### src/rtl/safe_lock_core.sv
// safe_lock_core: keypad lock controller with configurable code length,
// in-field code programming while open, and an optional failed-attempt lockout.
// Optional feature macro: SAFE_LOCKOUT_EN. When defined, repeated failures lead
// to a timed LOCKOUT state. When undefined, ERROR always returns to LOCKED.
//
// state       | meaning
// ------------+------------------------------------------------------------
// LOCKED  (0) | lock closed, collecting digits, '#' checks the code
// OPEN    (1) | lock released for OPEN_CYCLES, '*' starts programming
// PROGRAM (2) | lock released, collecting a new code, '#' stores it
// ERROR   (3) | wrong or partial entry, keys ignored for ERR_CYCLES
// LOCKOUT (4) | too many failures, keys ignored for LOCKOUT_CYCLES
`timescale 1ns/1ps

module safe_lock_core #(
  parameter int unsigned         DIGITS         = 4,
  parameter logic [4*DIGITS-1:0] DEFAULT_CODE   = '0,
  parameter int unsigned         OPEN_CYCLES    = 50,
  parameter int unsigned         ERR_CYCLES     = 10,
  parameter int unsigned         MAX_FAILS      = 3,
  parameter int unsigned         LOCKOUT_CYCLES = 100
) (
  input  logic                  clk,
  input  logic                  rst_n,
  input  logic [11:0]           key,
  output logic                  lock,
  output logic [2:0]            state,
  output logic [4*DIGITS-1:0]   entry_code,
  output logic [3:0]            entry_count,
  output logic [3:0]            fail_count,
  output logic                  lockout
);

  localparam logic [2:0] ST_LOCKED  = 3'd0;
  localparam logic [2:0] ST_OPEN    = 3'd1;
  localparam logic [2:0] ST_PROGRAM = 3'd2;
  localparam logic [2:0] ST_ERROR   = 3'd3;
  localparam logic [2:0] ST_LOCKOUT = 3'd4;

  // Timer is sized for the longest of the three timed states.
  localparam int unsigned MAX_OE  = (OPEN_CYCLES > ERR_CYCLES) ? OPEN_CYCLES : ERR_CYCLES;
  localparam int unsigned MAX_DUR = (MAX_OE > LOCKOUT_CYCLES) ? MAX_OE : LOCKOUT_CYCLES;
  localparam int unsigned TIMER_W = $clog2(MAX_DUR) + 1;

  // Loads are duration-1 so that the state is occupied for exactly the
  // duration: the exit happens on the edge where the counter reads zero.
  localparam logic [TIMER_W-1:0] OPEN_LOAD = TIMER_W'(OPEN_CYCLES - 1);
  localparam logic [TIMER_W-1:0] ERR_LOAD  = TIMER_W'(ERR_CYCLES - 1);
`ifdef SAFE_LOCKOUT_EN
  localparam logic [TIMER_W-1:0] LOCKOUT_LOAD = TIMER_W'(LOCKOUT_CYCLES - 1);
  localparam logic [3:0]         FAIL_LIMIT   = 4'(MAX_FAILS);
`endif
  localparam logic [3:0]         FULL_COUNT   = 4'(DIGITS);

  if (DIGITS < 1 || DIGITS > 8 || MAX_FAILS < 1 || MAX_FAILS > 15) begin : g_param_check
    $error("safe_lock_core: DIGITS must be 1..8 and MAX_FAILS must be 1..15");
  end

  logic [2:0]            state_q;
  logic [2:0]            state_nxt;
  logic [TIMER_W-1:0]    timer_q;
  logic [TIMER_W-1:0]    timer_nxt;
  logic [4*DIGITS-1:0]   stored_code;
  logic [4*DIGITS-1:0]   stored_nxt;
  logic [4*DIGITS-1:0]   entry_code_nxt;
  logic [4*DIGITS-1:0]   entry_shifted;
  logic [3:0]            entry_count_nxt;
  logic [3:0]            fail_nxt;
  logic [3:0]            fail_inc;

  logic                  key_zero_q;
  logic                  key_onehot;
  logic                  press;
  logic                  press_digit;
  logic                  press_star;
  logic                  press_hash;
  logic [3:0]            digit_val;
  logic                  entry_full;
  logic                  code_match;
  logic                  timer_done;
  logic                  do_append;
  logic                  do_clear;

  // A press needs exactly one key now and a fully released keypad last cycle;
  // multi-hot samples keep key_zero_q low so they never act as a release.
  assign key_onehot  = (key != 12'd0) && ((key & (key - 12'd1)) == 12'd0);
  assign press       = key_onehot && key_zero_q;
  assign press_star  = press && key[10];
  assign press_hash  = press && key[11];
  assign press_digit = press && (key[9:0] != 10'd0);

  // Keypad history register: remembers whether the last sample was all-zero.
  always_ff @(posedge clk or negedge rst_n) begin
    if (!rst_n) begin
      key_zero_q <= 1'b1;
    end else begin
      key_zero_q <= (key == 12'd0);
    end
  end

  // Encode the single-hot digit key to its BCD value.
  always_comb begin
    digit_val = 4'd0;
    for (int i = 0; i < 10; i++) begin
      if (key[i]) begin
        digit_val = 4'(i);
      end
    end
  end

  if (DIGITS == 1) begin : g_shift_one
    assign entry_shifted = digit_val;
  end else begin : g_shift_multi
    assign entry_shifted = {entry_code[4*DIGITS-5:0], digit_val};
  end

  assign entry_full = (entry_count == FULL_COUNT);
  assign code_match = (entry_code == stored_code);
  assign timer_done = (timer_q == '0);
  assign fail_inc   = (fail_count == 4'd15) ? fail_count : fail_count + 4'd1;

  // Next-state, timer, stored-code and fail-counter decisions.
  always_comb begin
    state_nxt  = state_q;
    timer_nxt  = timer_q;
    stored_nxt = stored_code;
    fail_nxt   = fail_count;
    do_append  = 1'b0;
    do_clear   = 1'b0;

    case (state_q)
      ST_LOCKED: begin
        if (press_hash) begin
          if (entry_full && code_match) begin
            state_nxt = ST_OPEN;
            timer_nxt = OPEN_LOAD;
            fail_nxt  = 4'd0;
          end else begin
            state_nxt = ST_ERROR;
            timer_nxt = ERR_LOAD;
            fail_nxt  = fail_inc;
          end
        end else if (press_star) begin
          do_clear = 1'b1;
        end else if (press_digit && !entry_full) begin
          do_append = 1'b1;
        end
      end

      ST_OPEN: begin
        // Expiry wins over a '*' landing on the same edge.
        if (timer_done) begin
          state_nxt = ST_LOCKED;
        end else begin
          timer_nxt = timer_q - TIMER_W'(1);
          if (press_star) begin
            state_nxt = ST_PROGRAM;
          end
        end
      end

      ST_PROGRAM: begin
        if (press_star) begin
          state_nxt = ST_LOCKED;
        end else if (press_hash && entry_full) begin
          stored_nxt = entry_code;
          state_nxt  = ST_LOCKED;
        end else if (press_digit && !entry_full) begin
          do_append = 1'b1;
        end
      end

      ST_ERROR: begin
        if (timer_done) begin
`ifdef SAFE_LOCKOUT_EN
          if (fail_count >= FAIL_LIMIT) begin
            state_nxt = ST_LOCKOUT;
            timer_nxt = LOCKOUT_LOAD;
          end else begin
            state_nxt = ST_LOCKED;
          end
`else
          state_nxt = ST_LOCKED;
`endif
        end else begin
          timer_nxt = timer_q - TIMER_W'(1);
        end
      end

      ST_LOCKOUT: begin
`ifdef SAFE_LOCKOUT_EN
        if (timer_done) begin
          state_nxt = ST_LOCKED;
          fail_nxt  = 4'd0;
        end else begin
          timer_nxt = timer_q - TIMER_W'(1);
        end
`else
        state_nxt = ST_LOCKED;
`endif
      end

      default: begin
        state_nxt = ST_LOCKED;
      end
    endcase
  end

  // Entry register update: any state change wipes it, otherwise clear or shift.
  always_comb begin
    entry_code_nxt  = entry_code;
    entry_count_nxt = entry_count;
    if (state_nxt != state_q || do_clear) begin
      entry_code_nxt  = '0;
      entry_count_nxt = 4'd0;
    end else if (do_append) begin
      entry_code_nxt  = entry_shifted;
      entry_count_nxt = entry_count + 4'd1;
    end
  end

  // Core registers; reset abandons any state and restores the default code.
  always_ff @(posedge clk or negedge rst_n) begin
    if (!rst_n) begin
      state_q     <= ST_LOCKED;
      timer_q     <= '0;
      stored_code <= DEFAULT_CODE;
      entry_code  <= '0;
      entry_count <= 4'd0;
      fail_count  <= 4'd0;
    end else begin
      state_q     <= state_nxt;
      timer_q     <= timer_nxt;
      stored_code <= stored_nxt;
      entry_code  <= entry_code_nxt;
      entry_count <= entry_count_nxt;
      fail_count  <= fail_nxt;
    end
  end

  assign state = state_q;
  assign lock  = ~((state_q == ST_OPEN) || (state_q == ST_PROGRAM));
`ifdef SAFE_LOCKOUT_EN
  assign lockout = (state_q == ST_LOCKOUT);
`else
  assign lockout = 1'b0;
`endif

endmodule

### config.mk
export PLATFORM = sky130hd
export DESIGN_NAME = safe_lock_core
export DESIGN_NICKNAME = d
export VERILOG_FILES = /design/src/rtl/safe_lock_core.sv
export SDC_FILE = /design/constraint.sdc
export NUM_CORES = 1
export LEC_CHECK = 0
export CAP_MARGIN = 40
export CORE_MARGIN = 3
export CORE_UTILIZATION = 55
export DETAILED_ROUTE_END_ITERATION = 6
export DONT_BUFFER_PORTS = 1
export HOLD_SLACK_MARGIN = 0.02
export PLACE_DENSITY = 0.81
export SLEW_MARGIN = 25
export SYNTH_ARGS = -nofsm -noshare
export SYNTH_HDL_FRONTEND = slang
export SYNTH_SLANG_ARGS = --single-unit
### constraint.sdc
create_clock -name clk -period 2.2 [get_ports clk]
set_input_delay 0.66 -clock clk [delete_from_list [all_inputs] [get_ports clk]]
set_output_delay 0.66 -clock clk [all_outputs]
set_load 0.03 [all_outputs]
# Word level (Yosys, flattened, before mapping)
# Index checks and enable logic that the tools add are counted.
[word_totals]
register_bits = 52
in_bits = 14
elab_cells = 83
[op_classes]
n_addsub = 4
eq_ne = 10
muxes = 36
bitwise_logic = 3
n_reduce_logical = 23
[ops]
columns = ["operator", "n"]
rows = [
  ["4-bit 2-to-1 mux", 12],
  ["16-bit 2-to-1 mux", 2],
  ["12-bit logical NOT", 2],
  ["3-bit 2-to-1 mux", 6],
  ["16-bit == test", 1],
  ["8-bit 2-to-1 mux", 2],
  ["8-bit case mux with 2 select lines", 1],
  ["12-bit bitwise AND", 1],
  ["3-bit case mux with 4 select lines", 1],
  ["12-bit nonzero test", 1],
  ["12-bit by 1-bit subtractor with 12-bit output, second input constant", 1],
  ["10-bit nonzero test", 1],
  ["1-bit 2-to-1 mux", 9],
  ["3-bit AND reduction", 3],
  ["4-bit by 1-bit adder with 4-bit output, second input constant", 2],
  ["1-bit logical AND", 8],
  ["8-bit logical NOT", 1],
  ["8-bit by 1-bit subtractor with 8-bit output, second input constant", 1],
  ["3-bit by 2-bit == test with 1-bit output, second input constant", 2],
  ["6-bit 2-to-1 mux", 1],
  ["4-bit by 3-bit == test with 1-bit output, second input constant", 1],
  ["4-bit == test, second input constant", 1],
  ["2-bit inequality test, second input constant", 2],
  ["2-bit nonzero test", 2],
  ["other kinds (10)", 12],
]

# Logic depth before layout (Yosys ltp)
# Gate-level depths: netlist (run 1).
[depth]
ltp_word = 13
mapped_depth = 10

# Worst setup path after synthesis (run 1)
# OpenSTA, ideal clock, no wires.
[synth_path]
kind = "input -> register"
start = "in key[1]"
end = "reg stored_code[0]"
arrival_time_ns = 2.792
t_required_ns = 2.075
slack_ns = -0.717
path_stages = 6
path_buffers = 1
path_cell_list = "or4_4 -> o31ai_1 -> nand3b_1 -> nor4_2 -> buf_6 -> mux2_2"
[synth_via]
elab_chain_len = 8
elab_cells_between_ends = 11
[synth_lines]
columns = ["item", "line", "source"]
rows = [
  ["start: declaration", "25", "input logic [11:0] key,"],
  ["12-bit by 1-bit subtractor with 12-bit output", "86", "assign key_onehot = (key != 12'd0) && ((key & (key - 12'd1)) == 12'd0);"],
  ["12-bit bitwise AND", "86", ""],
  ["12-bit logical NOT", "86", ""],
  ["1-bit logical AND *", "86", ""],
  ["1-bit logical AND *", "87", "assign press = key_onehot && key_zero_q;"],
  ["1-bit logical AND, on equally long branches", "89, 88", ""],
  ["1-bit logical AND / 1-bit inverter (equally long branches)", "n/a", ""],
  ["3-bit AND reduction (no source line) *", "n/a", ""],
  ["end signal: assignment", "234", "stored_code <= stored_nxt;"],
  ["end: declaration", "63", "logic [4*DIGITS-1:0] stored_code;"],
]
# Mark *: on every way between the ends. The rest lies on a longest branch, timed or not.
# A chain may end at the register's enable or synchronous reset.

# Worst setup path after layout (run 1)
[layout_path]
start = "in key[4]"
end = "reg entry_code[8]"
[layout_via]
elab_chain_len = 13
elab_cells_between_ends = 31
[layout_lines]
columns = ["item", "line", "source"]
rows = [
  ["12-bit by 1-bit subtractor with 12-bit output", "86", ""],
  ["12-bit bitwise AND", "86", ""],
  ["12-bit logical NOT", "86", ""],
  ["1-bit logical AND", "86", ""],
  ["1-bit logical AND", "87", ""],
  ["1-bit logical AND", "89", "assign press_hash = press && key[11];"],
  ["1-bit logical AND", "165", "end else if (press_hash && entry_full) begin"],
  ["3-bit 2-to-1 mux", "165", ""],
  ["3-bit 2-to-1 mux", "163", "if (press_star) begin"],
  ["3-bit case mux with 4 select lines", "131", "case (state_q)"],
  ["3-bit inequality test", "213", "if (state_nxt != state_q || do_clear) begin"],
  ["1-bit logical OR", "213", ""],
  ["16-bit 2-to-1 mux / 2-bit nonzero test (equally long branches)", "n/a", ""],
  ["end signal: assignment", "235", "entry_code <= entry_code_nxt;"],
  ["end: declaration", "28", "output logic [4*DIGITS-1:0] entry_code,"],
]
# Parallel ways exist; a longest one is shown, timed or not.

==> results.md, run 1 <==
* Worst vdd rail ir drop at ~0.36 mV
* CTS tree: done
* WL final at around 7.7 mm
* Distinct cells, synth at 54
* Synth Instances at 291
* Hold crit path type: in -> async
* Post-synth ARST share at between 90% and 100%
* Critical path data required time at ~2.4 ns
* GRT met1 Usage at between 20% and 30%
* Crit start category: input port
* Final hold vios at 0
* Drt first pass iters at 4
* Row count at 25
* EDFF count, synth at 0
* Period minus WS final at 2.59 ns
* Synth top area cells: dfrtp_1 (44%), mux2_2 (6.7%), xor2_1 (5.2%)
* Setup TNS at -12.10 ns
* Post-route cell area at 0.00368 mm^2
* DRT antenna net count at 0
* Met3 global-route usage at approximately 5.7%
* Starting Density at 58.9%
* Met2 Usage GRT at 42.5%
* Fin worst setup slack at -0.388 ns
* Int Power at 1.22 mW
* Largest net degree at the start of global routing at 53
* H-tree Lvls at 2
* Area grow syn2layout at 28.2%
* Share of the synthesized area in the top cell type at around 44%
* Slew @ Worst Pin at roughly 0.95 ns
* CP Capture Type: register
* First-pass GRT wire length at 11.6 mm
* Ys Warns at 0
* Slew Limit Fails at 0
* CP max FO at 8
* Comb pwr share at about 6.7%
* Outcome: complete, but fails checks
* Root buf cell: clkbuf_8
* Fmax at about 390 MHz
* Dpl ws at -0.649 ns
* Core area at just under 0.005 mm^2
* Synthesized area at between 0.002 and 0.003 mm^2
* Arrival time at the worst endpoint at 2.80 ns
* Pwr per Cell Area at approximately 440 mW/mm^2
* Busiest grt layer: met2
* Vias in the first global route at about 2400
* Slew headroom at between 30% and 40%
* Via density per instance at between 6 and 7
* Fin nets at between 300 and 400
* Sequential share of power at about three fifths
* HPWL Detailed at 4.86 mm
* Clk pwr share at 33.6%
* Layout cells sized above 1 at between 30% and 40%
* Final Setup Violations at 50
* Main synth FF type: dfrtp_1
* RSZ-0062 raised after global routing: true
* Die Y-Extent at between 70 and 80 um
* Final GP Congestion at around 0.84
* Commonest cells post-synth: dfrtp_1 (51), a21oi_1 (29), nand2_1 (23)
* Die area at between 0.006 and 0.007 mm^2
* Total Power at around 1.6 mW
* Switching share of power at 23.9%
* IO Port Bufs at 0
* I/O pins at 43
* CTS buffer count at 5
* DIE WIDTH at between 70 and 80 um
* Placed Instances at between 300 and 400
* Via count at 2490
* Avg Cell Area, Syn at between 9 and 10 um^2
* Hold WS at 0.0341 ns
* DR WL/cell at between 15 and 20 um
* Max-Cap Viols at 0
* Antenna cells at 0
* Deepest clock path buffer count at 2
* Layout Cells excl Fill at about 400
* Setup slack, reg-to-reg at -0.10 ns
* Clk pin slew, worst setup/hold paths at around 0.090 ns
* Worst skew pair latency at just over 0.3 ns
* Sequential area share after synthesis at between 40% and 50%
* DRC viols at 0
* Most common cell in the netlist: dfrtp_1
* Failing checks: setup timing
* WS Path Type: in -> reg
* Final Skew at approximately 0.0032 ns
* Grt ovf at 0
* Clock sinks at 52
* Tot GR Track Use at 24.1%
* Period utilization at 118%
* Post-synth top area cell: dfrtp_1
* P_sw at ~0.38 mW
* Register bit total from synthesis at 52
* Post-place instance area at around 0.0034 mm^2
* Initial antenna violation count at 0
* Fin util at between 70% and 80%
* Leakage at approximately 1.7 nW
* DRT iter0 DRCs at 148
kinds of logic after synthesis:
group | count (synthesis) | synth area share (%)
muxes | 20 | 7.71
and+or+nand+nor | 109 | 21.1
adders and majority gates | 6 | 2.53
AOI/OAI and AO/OA | 56 | 11.9
other | 1 | 0.131
buffers and inverters | 24 | 4.22
DFF | 52 | 45.3
xor gates and xnor gates | 23 | 7.01
worst paths after layout:
| kind | to | depth (start not counted) | from |
|---|---|---|---|
| setup / recovery | entry_code[8]$_DFFE_PN0P_ | 8 | key[4] |
| hold / removal | timer_q[1]$_DFFE_PN0P_ | 0 | rst_n |
| setup reg to reg | entry_code[8]$_DFFE_PN0P_ | 7 | timer_q[4]$_DFFE_PN0P_ |
| hold reg to reg | timer_q[5]$_DFFE_PN0P_ | 2 | timer_q[5]$_DFFE_PN0P_ |
| max in group asynchronous | stored_code[13]$_DFFE_PN0P_ | 1 | rst_n |
| min in group clk | key_zero_q$_DFF_PN1_ | 1 | key[10] |
what timing repair did:
| action | in CTS | in global routing |
|---|---|---|
| setup endpoints to repair | 50 | 50 |
| hold endpoints to repair | 0 | 11 |
| pin swaps | 3 | 4 |
| gates resized for setup | 19 | 13 |
| hold buffers | 0 | 4 |
| cloned | 0 | 2 |
| buffers inserted | 3 | 2 |
cells in the final DEF (no fill, tap or decap), types with 5 or more instances in the layout:
master and count:
buf_4 48, dfrtp_1 51, mux2_4 11, nor3_1 9, xnor2_1 5, inv_1 9
nand4_1 6, mux2_2 6, xor2_1 17, nor2_1 14, clkbuf_8 5, nand3_1 21
a21oi_1 26, ha_1 5, nand2_1 22
final cells by class:
cell class / count / area [um^2]
multi-input combinational: 216 / 1620
sequential: 52 / 1300
fill: 348 / 1200
timing repair buffer: 60 / 553
tap: 67 / 83.8
clock buffer: 5 / 68.8
inverter: 10 / 37.5
clock inverter: 2 / 12.5
registers in the layout, summed over array words and instances, names as in the netlist:
signal	flops
state	3
fail_count	4
timer_q	8
entry_code	16
key_zero_q	1
stored_code	16
entry_count	4
per-layer routing:
metal  vias up  routed length [um]
li1       1152                   -
met3        15                 530
met5         -                   0
met4         0                 142
met2       101                3900
met1      1222                3140
critical path, cell delays in order:
cell and delay [ns]:
or4_4 0.56, or4_4 0.59, and3_4 0.18, or4b_4 0.21, buf_4 0.19, buf_12 0.13, nand2_1 0.07, a21oi_1 0.21
power by group through the flow:
| stage | sequential (mW) | combinational [mW] | clock [mW] |
|---|---|---|---|
| after floorplan | 0.978 | 0.0497 | 0 |
| after global placement | 0.977 | 0.0678 | 0 |
| after detailed placement | 0.977 | 0.0691 | 0 |
| after CTS | 0.958 | 0.0713 | 0.546 |
| after global routing | 0.958 | 0.115 | 0.574 |
| final | 0.958 | 0.107 | 0.538 |
(Power assumes the default switching activity.)
==> run 2: changes to the inputs <==
Settings changed: SETUP_SLACK_MARGIN from default to 0.4.
==> results.md, run 2 (synthesis results as in run 1) <==
* Outcome: complete, but fails checks
* Failing checks: setup timing
* Initial antenna violation count at 0 (unchanged)
* Worst vdd rail ir drop at 0.267 mV (-25%)
* Period minus WS final at 2.62 ns (+0.0298 ns)
* Via density per instance at 5.96 (-1.4%)
* Row count at 25 (unchanged)
* Largest net degree at the start of global routing at 53 (unchanged)
* Clk pin slew, worst setup/hold paths at 0.09 ns (about the same)
* Fin util at 77.9% (+2.5 points)
* Critical path data required time at 2.38 ns (-0.04 ns)
* Layout cells sized above 1 at 34.9% (+3.0 points)
* WL final at 7.84 mm (+1.6%)
* Cell depth of the worst flop-to-flop path at 8 (+1)
* Buf+Inv Stages, Crit Path at 3 (+1)
* Met2 Usage GRT at 39.6% (-2.8 points)
* Slowest cell on crit path: or4_4
* Final Setup Violations at 50 (unchanged)
* Worst skew pair latency at 0.31 ns (about the same)
* Fin worst setup slack at -0.418 ns (-0.0298 ns)
* Core area at 0.00488 mm^2 (unchanged)
* CP Capture Type: register
* Final GP Congestion at 0.815 (-2.9%)
* Total Power at 1.71 mW (+6.8%)
* Hold WS at 0.0361 ns (+0.00205 ns)
* Max-Cap Viols at 0 (unchanged)
* Hold crit path type: in -> async
* Crit start category: input port
* Area grow syn2layout at 32.4%
* HPWL Detailed at 4.77 mm (-2.0%)
* Commonest non-fill, non-tap cell in the layout: dfrtp_1
* Met3 global-route usage at 6.31% (+0.57 points)
* Deepest clock path buffer count at 2 (unchanged)
* Antenna cells at 0 (unchanged)
* Fin nets at 368 (+1.1%)
* DIE WIDTH at 78.3 um (unchanged)
* Max stage delay on crit path at 0.58 ns (about the same)
* Vias in the first global route at 2434 (+2.7%)
* Tot GR Track Use at 23.8% (-0.29 points)
* Setup slack, reg-to-reg at 0 ns (+0.10 ns)
* CTS tree: done
* DRC viols at 0 (unchanged)
* Die area at 0.00613 mm^2 (unchanged)
* CTS buffer count at 5 (unchanged)
* Slew Limit Fails at 0 (unchanged)
* Start of the worst register-to-register path: state[2]$_DFF_PN0_
* Root buf cell: clkbuf_8
* Worst reg2reg endpoint: entry_code[4]$_DFFE_PN0P_
* DRT iter0 DRCs at 268 (+81%)
* Setup TNS at -12.66 ns (-0.557 ns)
* CP max FO at 7 (-1)
* Post-place instance area at 0.00336 mm^2 (-0.22%)
* Largest regs: entry_code x16, stored_code x16, timer_q x8
* DRT antenna net count at 0 (unchanged)
* H-tree Lvls at 2 (unchanged)
* DR WL/cell at 18.8 um (+0.40%)
* Period utilization at 119% (+1.4 points)
* CP startpoint: key[4]
* First-pass GRT wire length at 11.6 mm (+0.29%)
* Final Skew at 0.00733 ns (+0.00412 ns)
* Crit-path leading delay family: simple AND/OR/NAND/NOR gates
* Final hold vios at 0 (unchanged)
* Clock sinks at 52 (unchanged)
* GRT met1 Usage at 30.4% (+0.49 points)
* Starting Density at 58.9% (unchanged)
* RSZ-0062 raised after global routing: true
* Busiest grt layer: met2
* Cell depth of the worst setup path at 8 (unchanged)
* Filler cells at 308 (-11%)
* Leakage at 1.72 nW (+3.5%)
* IO Port Bufs at 0 (unchanged)
* Critical Path, Cell by Cell: or4_4, or4_4, buf_6, nor4b_4, buf_6, inv_2, a41oi_2, mux2i_1
* Die Y-Extent at 78.3 um (unchanged)
* Drt first pass iters at 5 (+1)
* Pwr per Cell Area at 450 mW/mm^2 (+3.4%)
* Commonest non-fill, non-tap cells in the layout: dfrtp_1 (49), buf_4 (47), a21oi_1 (23), nand2_1 (22), nand3_1 (21)
* WS Path Type: in -> reg
* Fmax at 382 MHz (-1.1%)
* Arrival time at the worst endpoint at 2.80 ns (about the same)
* Grt ovf at 0 (unchanged)
* Via count at 2485 (-0.20%)
* Post-route cell area at 0.00380 mm^2 (+3.3%)
* I/O pins at 43 (unchanged)
[run 2: per-layer routing]
layer  share of wire [%]  routed length [um]
met1                  40                3100
met2                  51                3980
met3                 7.3                 570
met4                 2.3                 179
met5                   0                   0
[run 2: report_power, final]
part | leakage (nW) | switching [mW] | internal [mW]
logic | 0.969 | 0.0501 | 0.0414
registers | 0.697 | 0.00190 | 0.956
clock network | 0.0558 | 0.318 | 0.344
total | 1.72 | 0.370 | 1.34
[run 2: timing repair]
item	in CTS	in global routing
pin swaps	2	10
cloned	0	1
hold buffers	0	2
endpoints found under the setup margin	52	53
endpoints found under the hold margin	0	24
gates resized for setup	17	32
setup buffers	7	4
[run 2: how the worst max path moves through the flow]
stage,endpoint,slack [ns]
after floorplan,entry_code[1]$_DFFE_PN0P_,-0.56
after global placement,entry_code[2]$_DFFE_PN0P_,-0.68
after detailed placement,timer_q[4]$_DFFE_PN0P_,-0.76
after CTS,entry_code[4]$_DFFE_PN0P_,-0.29
after global routing,timer_q[3]$_DFFE_PN0P_,-0.46
final,fail_count[0]$_DFFE_PN0P_,-0.42
[run 2: per-stage QoR]
stage | setup WS [ns] | instances
5_1_grt | -0.464 | 417
4_1_cts | -0.292 | 410
6_report | -0.418 | 417
3_3_place_gp | -0.685 | 395
2_1_floorplan | -0.557 | 292
3_5_place_dp | -0.760 | 395
[run 2: layout make-up]
class | count | area, um^2 | share of cell area (%)
multi-input cells | 216 | 1660 | 43.7
flip-flops and latches | 52 | 1310 | 34.3
repair buffers | 64 | 604 | 15.9
well taps | 67 | 83.8 | 2.20
clock buffers | 6 | 72.6 | 1.91
clock inverters | 2 | 38.8 | 1.02
inverters | 10 | 37.5 | 0.987
